==> config.mk <==
export PLATFORM = sky130hd
export DESIGN_NAME = vector_unpacker
export DESIGN_NICKNAME = d
export VERILOG_FILES = /design/src/rtl/vector_unpacker.sv
export SDC_FILE = /design/constraint.sdc
export NUM_CORES = 1
export LEC_CHECK = 0
export ABC_AREA = 1
export CAP_MARGIN = 20
export CORE_UTILIZATION = 35
export CTS_BUF_LIST = sky130_fd_sc_hd__clkbuf_16
export CTS_CLUSTER_DIAMETER = 100
export DETAILED_ROUTE_END_ITERATION = 10
export GPL_ROUTABILITY_DRIVEN = 0
export GPL_TIMING_DRIVEN = 0
export PLACE_DENSITY_LB_ADDON = 0.12
export SLEW_MARGIN = 20
export SYNTH_ARGS = -nofsm -noshare
export SYNTH_HDL_FRONTEND = slang
export SYNTH_SLANG_ARGS = --single-unit
==> constraint.sdc <==
create_clock -name clk -period 1.07 [get_ports clk]
set_clock_uncertainty 0.15 [all_clocks]
set_input_delay 0.214 -clock clk [delete_from_list [all_inputs] [get_ports clk]]
set_output_delay 0.214 -clock clk [all_outputs]
set_load 0.02 [all_outputs]
==> src/rtl/vector_unpacker.sv <==
// Width down-converter: accepts one IN_W-bit word per handshake and replays it as
// IN_W/OUT_W consecutive OUT_W-bit slices on a valid/ready stream.
module vector_unpacker #(
  parameter int unsigned IN_W      = 8,
  parameter int unsigned OUT_W     = 4,
  parameter bit          MSB_FIRST = 1'b1
) (
  input  logic             clk,
  input  logic             rst,
  input  logic             in_valid,
  output logic             in_ready,
  input  logic [IN_W-1:0]  in_data,
  output logic             out_valid,
  input  logic             out_ready,
  output logic [OUT_W-1:0] out_data,
  output logic             out_last,
  output logic             busy
);

  localparam int unsigned RATIO = IN_W / OUT_W;
  localparam int unsigned IDX_W = (RATIO > 1) ? $clog2(RATIO) : 1;

  if ((IN_W % OUT_W) != 0 || RATIO < 2) begin : g_param_check
    $error("vector_unpacker: IN_W must be a multiple of OUT_W with at least two slices");
  end

  typedef enum logic {StEmpty, StFull} state_e;

  state_e           state_q;
  logic [IN_W-1:0]  hold_q;
  logic [IDX_W-1:0] idx_q;
  logic [OUT_W-1:0] slices [RATIO];
  logic             in_xfer;
  logic             out_xfer;

  // Slice k is the k-th one emitted, so the order is fixed here rather than in idx.
  for (genvar k = 0; k < RATIO; k++) begin : g_slice
    if (MSB_FIRST) begin : g_msb
      assign slices[k] = hold_q[IN_W-1-k*OUT_W -: OUT_W];
    end else begin : g_lsb
      assign slices[k] = hold_q[k*OUT_W +: OUT_W];
    end
  end

  assign out_valid = (state_q == StFull);
  assign busy      = out_valid;
  assign out_last  = (state_q == StFull) && (idx_q == IDX_W'(RATIO - 1));
  assign out_data  = slices[idx_q];
  assign in_ready  = !rst && ((state_q == StEmpty) || (out_ready && out_last));
  assign in_xfer   = in_valid && in_ready;
  assign out_xfer  = out_valid && out_ready;

  always_ff @(posedge clk) begin
    if (rst) begin
      state_q <= StEmpty;
      idx_q   <= '0;
      hold_q  <= '0;
    end else begin
      unique case (state_q)
        StEmpty: begin
          if (in_xfer) begin
            hold_q  <= in_data;
            idx_q   <= '0;
            state_q <= StFull;
          end
        end
        StFull: begin
          if (out_xfer) begin
            if (!out_last) begin
              idx_q <= idx_q + 1'b1;
            end else if (in_xfer) begin
              // Reload on the final slice so back-to-back words stream without a bubble.
              hold_q <= in_data;
              idx_q  <= '0;
            end else begin
              idx_q   <= '0;
              state_q <= StEmpty;
            end
          end
        end
        default: state_q <= StEmpty;
      endcase
    end
  end

endmodule

### Yosys cells after proc, flatten, opt, wreduce, memory -nomap -nowiden

Index checks and enable logic that the tools add are counted.

* register bits after elaboration: 10
* latch bits: 0
* memory bits (writable): 0
* bits in read-only memories: 0
* bits of input ports: 12
* output and inout bits: 8
* memories: 0

* add/sub/neg operators: 1
* $mul: 0
* divide/modulo/power cells: 0
* magnitude comparators: 1
* equal/unequal tests: 3
* shifts and indexed selects: 0
* muxes and demuxes: 15
* bitwise gates (word level): 2
* reduce and logical (&&, ||, !) cells: 9

Operator list (number)
* $mux 8: 3
* $pmux 8 s2: 1
* $mux 4: 3
* $mux 1: 6
* $logic_and 1x1->1: 5
* $ne 2x2->1 const B: 2
* $pmux 1 s2: 2
* $reduce_and 2->1: 2
* $ge 2x2->1 const B: 1
* $ne 2x1->1 const B: 1
* $not 1->2: 1
* $add 1x1->1 const B: 1
* $logic_not 1->1: 1
* $logic_or 1x1->1: 1
* $not 1->1: 1

### Longest topological paths before layout

* word-level depth: 9
* gate-level depth with buffers: 5
* depth with buffers taken out: 5

### Worst setup path after synthesis

OpenSTA, ideal clock, no wires.

* kind: flip-flop to output port
* start point: reg state_q, in the netlist busy
* end point: out in_ready
* arrival time: 1.170 ns
* data required time: 0.706 ns
* setup slack: -0.464 ns
* stages on the path, launching flop included: 5
* path through: dfxtp_1 > nand3_1 > nand2_2 > inv_1 > nor2_1

* cells in the longest elaborated chain, start to end: 4
* elaborated cells between the ends (all ways): 5
* classes of those cells: bitwise (1); reduce/logical (4)

Ends and longest elaborated chain
* from (decl): line 29 `state_e state_q;`
* from (signal assigned): line 55 `state_q <= StEmpty;`
* from (signal assigned): line 64 `state_q <= StFull;`
* from (signal assigned): line 77 `state_q <= StEmpty;`
* $logic_and 1x1->1: line 47 `assign out_last = (state_q == StFull) && (idx_q == IDX_W'(RATIO - 1));`
* $logic_and 1x1->1: line 49 `assign in_ready = !rst && ((state_q == StEmpty) || (out_ready && out_last));`
* $logic_or 1x1->1 (*): line 49
* $logic_and 1x1->1 (*): line 49
* to (decl): line 11 `output logic in_ready,`

Every way passes the cells marked *; elsewhere a longest branch is shown, timed or not.

### Final worst setup path

* start point: reg idx_q
* end point: out out_data[1]

* cells in the longest elaborated chain, start to end: 4

Ends and longest elaborated chain
* from (decl): line 31 `logic [IDX_W-1:0] idx_q;`
* from (signal assigned): line 70 `idx_q <= idx_q + 1'b1;`
* $not 1->2 (not written as such): line 48 `assign out_data = slices[idx_q];`
* $mux 4 (not written as such) (3 in a row): line 48
* to (decl): line 15 `output logic [OUT_W-1:0] out_data,`

No other way between the ends. The select of a mux whose other input is x is not followed.

==> flow_metrics.py <==
metrics = {
    "critical_path": {
        "timing.critical_path.to_type": "output port",
        "setup.worst_path.start_class": "flip-flop",
        "rr_worst_depth": 7,
        "regToRegSetupSlack_ns": -0.28,
        "reg2reg_from": "busy",
        "worst-path-max-fanout": 5,
        "reg2reg_to": "hold_q[1]",
        "crit_start": "idx_q",
        "cp_data_required_time_ns": 0.71,
        "arrival_time_of_the_worst_setup_path_ns": 1.04,
        "setup.worst_path.class": "flip-flop to output port",
    },
    "sta": {
        "setup_repair_after_global_routing_missed_its_margin": "true",
        "timing.max_slew.rel_slack_pct": 86.3,
        "timing_worst_slew_pin_value_ns": 0.205,
        "max_clock_freq_mhz": 712,
        "setup_tns_ns": -4.46,
        "finalSetupViolCount": 17,
        "post-route-worst-setup-slack_ns": -0.334,
        "finalHoldViolations": 0,
        "min_period_over_period_pct": 131,
        "timing.final.crit_period_ns": 1.40,
        "worst_hold_check_slack_ns": 0.314,
        "final_number_of_max_transition_violations": 0,
    },
    "clock_network": {
        "tritoncts": "yes",
        "clk_pin_slew_worst_paths_ns": 0.04,
        "cts_root_buffer": "clkbuf_16",
        "h_tree_depth_reported_by_cts": 1,
        "worstSkewPairLatency_ns": 0.24,
        "cts-hold-fix-buffers": 0,
        "clock_sink_count": 10,
        "cts-root-to-sink-buffers": 2,
        "tritoncts.num_buffers": 3,
    },
    "min_path": {
        "hold_path_cell_cnt": 3,
        "hp-class": "input port to flip-flop",
        "worstHoldStart": "out_ready",
        "holdPathEnd": "idx_q",
    },
    "logic_synthesis": {
        "synthTopCellsByArea": "dfxtp_1, nand2_1, nand4_1, inv_1, nor2_1",
        "flip_flop_cell_with_the_highest_count_after_synthesis": "dfxtp_1",
        "synth_enable_flop_cells": 0,
        "yosysWarningCount": 0,
        "synthTopCellsByCount": "nand2_1, inv_1, dfxtp_1, nor2_1, nand4_1",
        "yosysSeqAreaShare_pct": 38.7,
        "ys_seq_elements": 10,
        "synth_area_per_cell_sq_um": 6.46,
        "synth.most_common_cell": "nand2_1",
        "synth_top_cell_by_area": "dfxtp_1",
        "synth.cell_area_sq_um": 517,
        "synthArstFlopShare_pct": 0,
        "synth.net_count": 92,
        "postSynthCellCount": 80,
        "synth_largest_type_area_fraction_pct": 38.7,
        "synth.lib_cells_used.distinct": 14,
    },
    "final_layout": {
        "n_antenna_cell": 0,
        "instances_no_fill": 128,
        "drive_above_1_share_pct": 45.1,
        "area.growth.synth_to_final_pct": 113,
        "finish.net_count": 126,
        "postLayoutCoreUtil_pct": 82.4,
    },
    "detailed_routing": {
        "vias_per_cell": 4.81,
        "route.detailed.drc": 0,
        "firstDrtPassIters": 4,
        "routed_wl_um": 1700,
        "via_count": 616,
        "drt_iter0_drc": 22,
        "wl_per_cell_um": 13.3,
        "postRouteAntennaNets": 0,
    },
    "floorplanning": {
        "die_width_um": 40.4,
        "start_util_pct": 38.7,
        "floorplan.io_pins": 20,
        "floorplan.die_area_sq_um": 1630,
        "core-area_sq_um": 1330,
        "die-height_um": 40.4,
        "row_count": 13,
    },
    "global_route": {
        "globalRouteTotalUtil_pct": 24.7,
        "grt_start_max_net_pins": 11,
        "gr-total-overflow": 0,
        "grt_pass1_vias": 543,
        "grt_antenna_before_repair": 0,
        "grt_pass1_wl_um": 2470,
    },
    "run": {
        "maxCapViolCount": 0,
    },
    "power_and_ir_drop": {
        "power-per-cell-area_nw_per_um2": 1320,
        "internal_power_consumption_uw": 1080,
        "power_leakage_uw": 0.000537,
        "power.combinational.fraction_pct": 24.4,
        "peakVddDrop_mv": 0.942,
        "switchingPower_uw": 372,
        "power_frac_clock_pct": 46.2,
        "switching_share_pct": 25.6,
        "pwr-share-seq_pct": 29.4,
    },
    "place": {
        "buffer_ports.inserted": 19,
        "place_hpwl_um": 816,
        "numPlacedInstances": 114,
    },
    "status": {
        "outcome": "finished, violations left",
        "violations_in_the_final_reports": "negative setup slack",
    },
}
## cell type report
cell class / instances / area [sq um]
plain buffers: 4 / 61.3
clock buffers: 3 / 75.1
clock inverters: 1 / 3.75
fillers: 87 / 235
inverters: 13 / 51.3
multi-input cells: 52 / 365
flip-flops and latches: 10 / 208
well taps: 15 / 18.8
repair buffers: 30 / 315
## sequential cells by signal, summed over array words and instances, names as in the netlist
signal,flops
idx_q,1
busy,1
hold_q,8
## worst max-delay path: stages (launching register included)
cell and delay [ns]:
dfxtp_4 0.39, clkbuf_16 0.17, nand2_4 0.05, o21ai_4 0.06, buf_6 0.13
## how the worst max path moves through the flow
stage	end	slack (ns)	cells after the start
2_1_floorplan	in_ready	-0.14	4
3_3_place_gp	in_ready	-1.03	6
3_5_place_dp	in_ready	-1.04	6
4_1_cts	out_data[2]	-0.33	4
5_1_grt	out_data[3]	-0.36	4
6_report	out_data[1]	-0.33	4
## cells by family after synthesis
family / Yosys count / share of synthesized area (%)
buf+inv: 18 / 14.3
simple gates: 46 / 41.2
flops: 10 / 38.7
compound gates: 6 / 5.81
## placed cells by master (no fill, tap or decap), types with 2 or more instances in the layout
cell type,n
nand2_2,4
nand2_1,15
inv_1,9
inv_2,3
clkdlybuf4s50_1,8
clkbuf_16,5
nand2_4,5
buf_6,15
nor2_1,9
o21ai_4,4
nand3_4,2
dfxtp_4,2
dlygate4sd2_1,3
buf_4,5
dfxtp_1,8
nand4_1,8
## power groups by stage
| stage | logic, uW | clock network [uW] | registers [uW] |
|---|---|---|---|
| final | 354 | 670 | 426 |
| after global routing | 378 | 710 | 428 |
| after CTS | 327 | 683 | 424 |
| after detailed placement | 246 | 0 | 423 |
| after global placement | 244 | 0 | 422 |
| after floorplan | 141 | 0 | 423 |
## metrics by stage
stage	worst slack (ns)	total power, uW	instance area (sq um)
global placement	-1.03	666	798
CTS	-0.326	1430	1060
floorplan	-0.136	564	589
global route	-0.357	1520	1100
detailed placement	-1.04	669	798
finish	-0.334	1450	1100
## repair_timing
action                                  4_1_cts  5_1_grt
resized for setup                            76       12
cloned                                        1        0
pin swaps                                    11        4
endpoints found under the hold margin         0        0
endpoints found under the setup margin       18       18
buffers inserted                              7        4
## metal layers
| layer | up-vias | global-route usage (%) | wire, um |
|---|---|---|---|
| met3 | 0 | 10.6 | 76 |
| met4 | 0 | 5.00 | 0 |
| met5 | - | 0 | 0 |
| met2 | 17 | 44.4 | 956 |
| li1 | 317 | - | - |
| met1 | 282 | 26.3 | 671 |
Power figures use the tool's default switching activity.
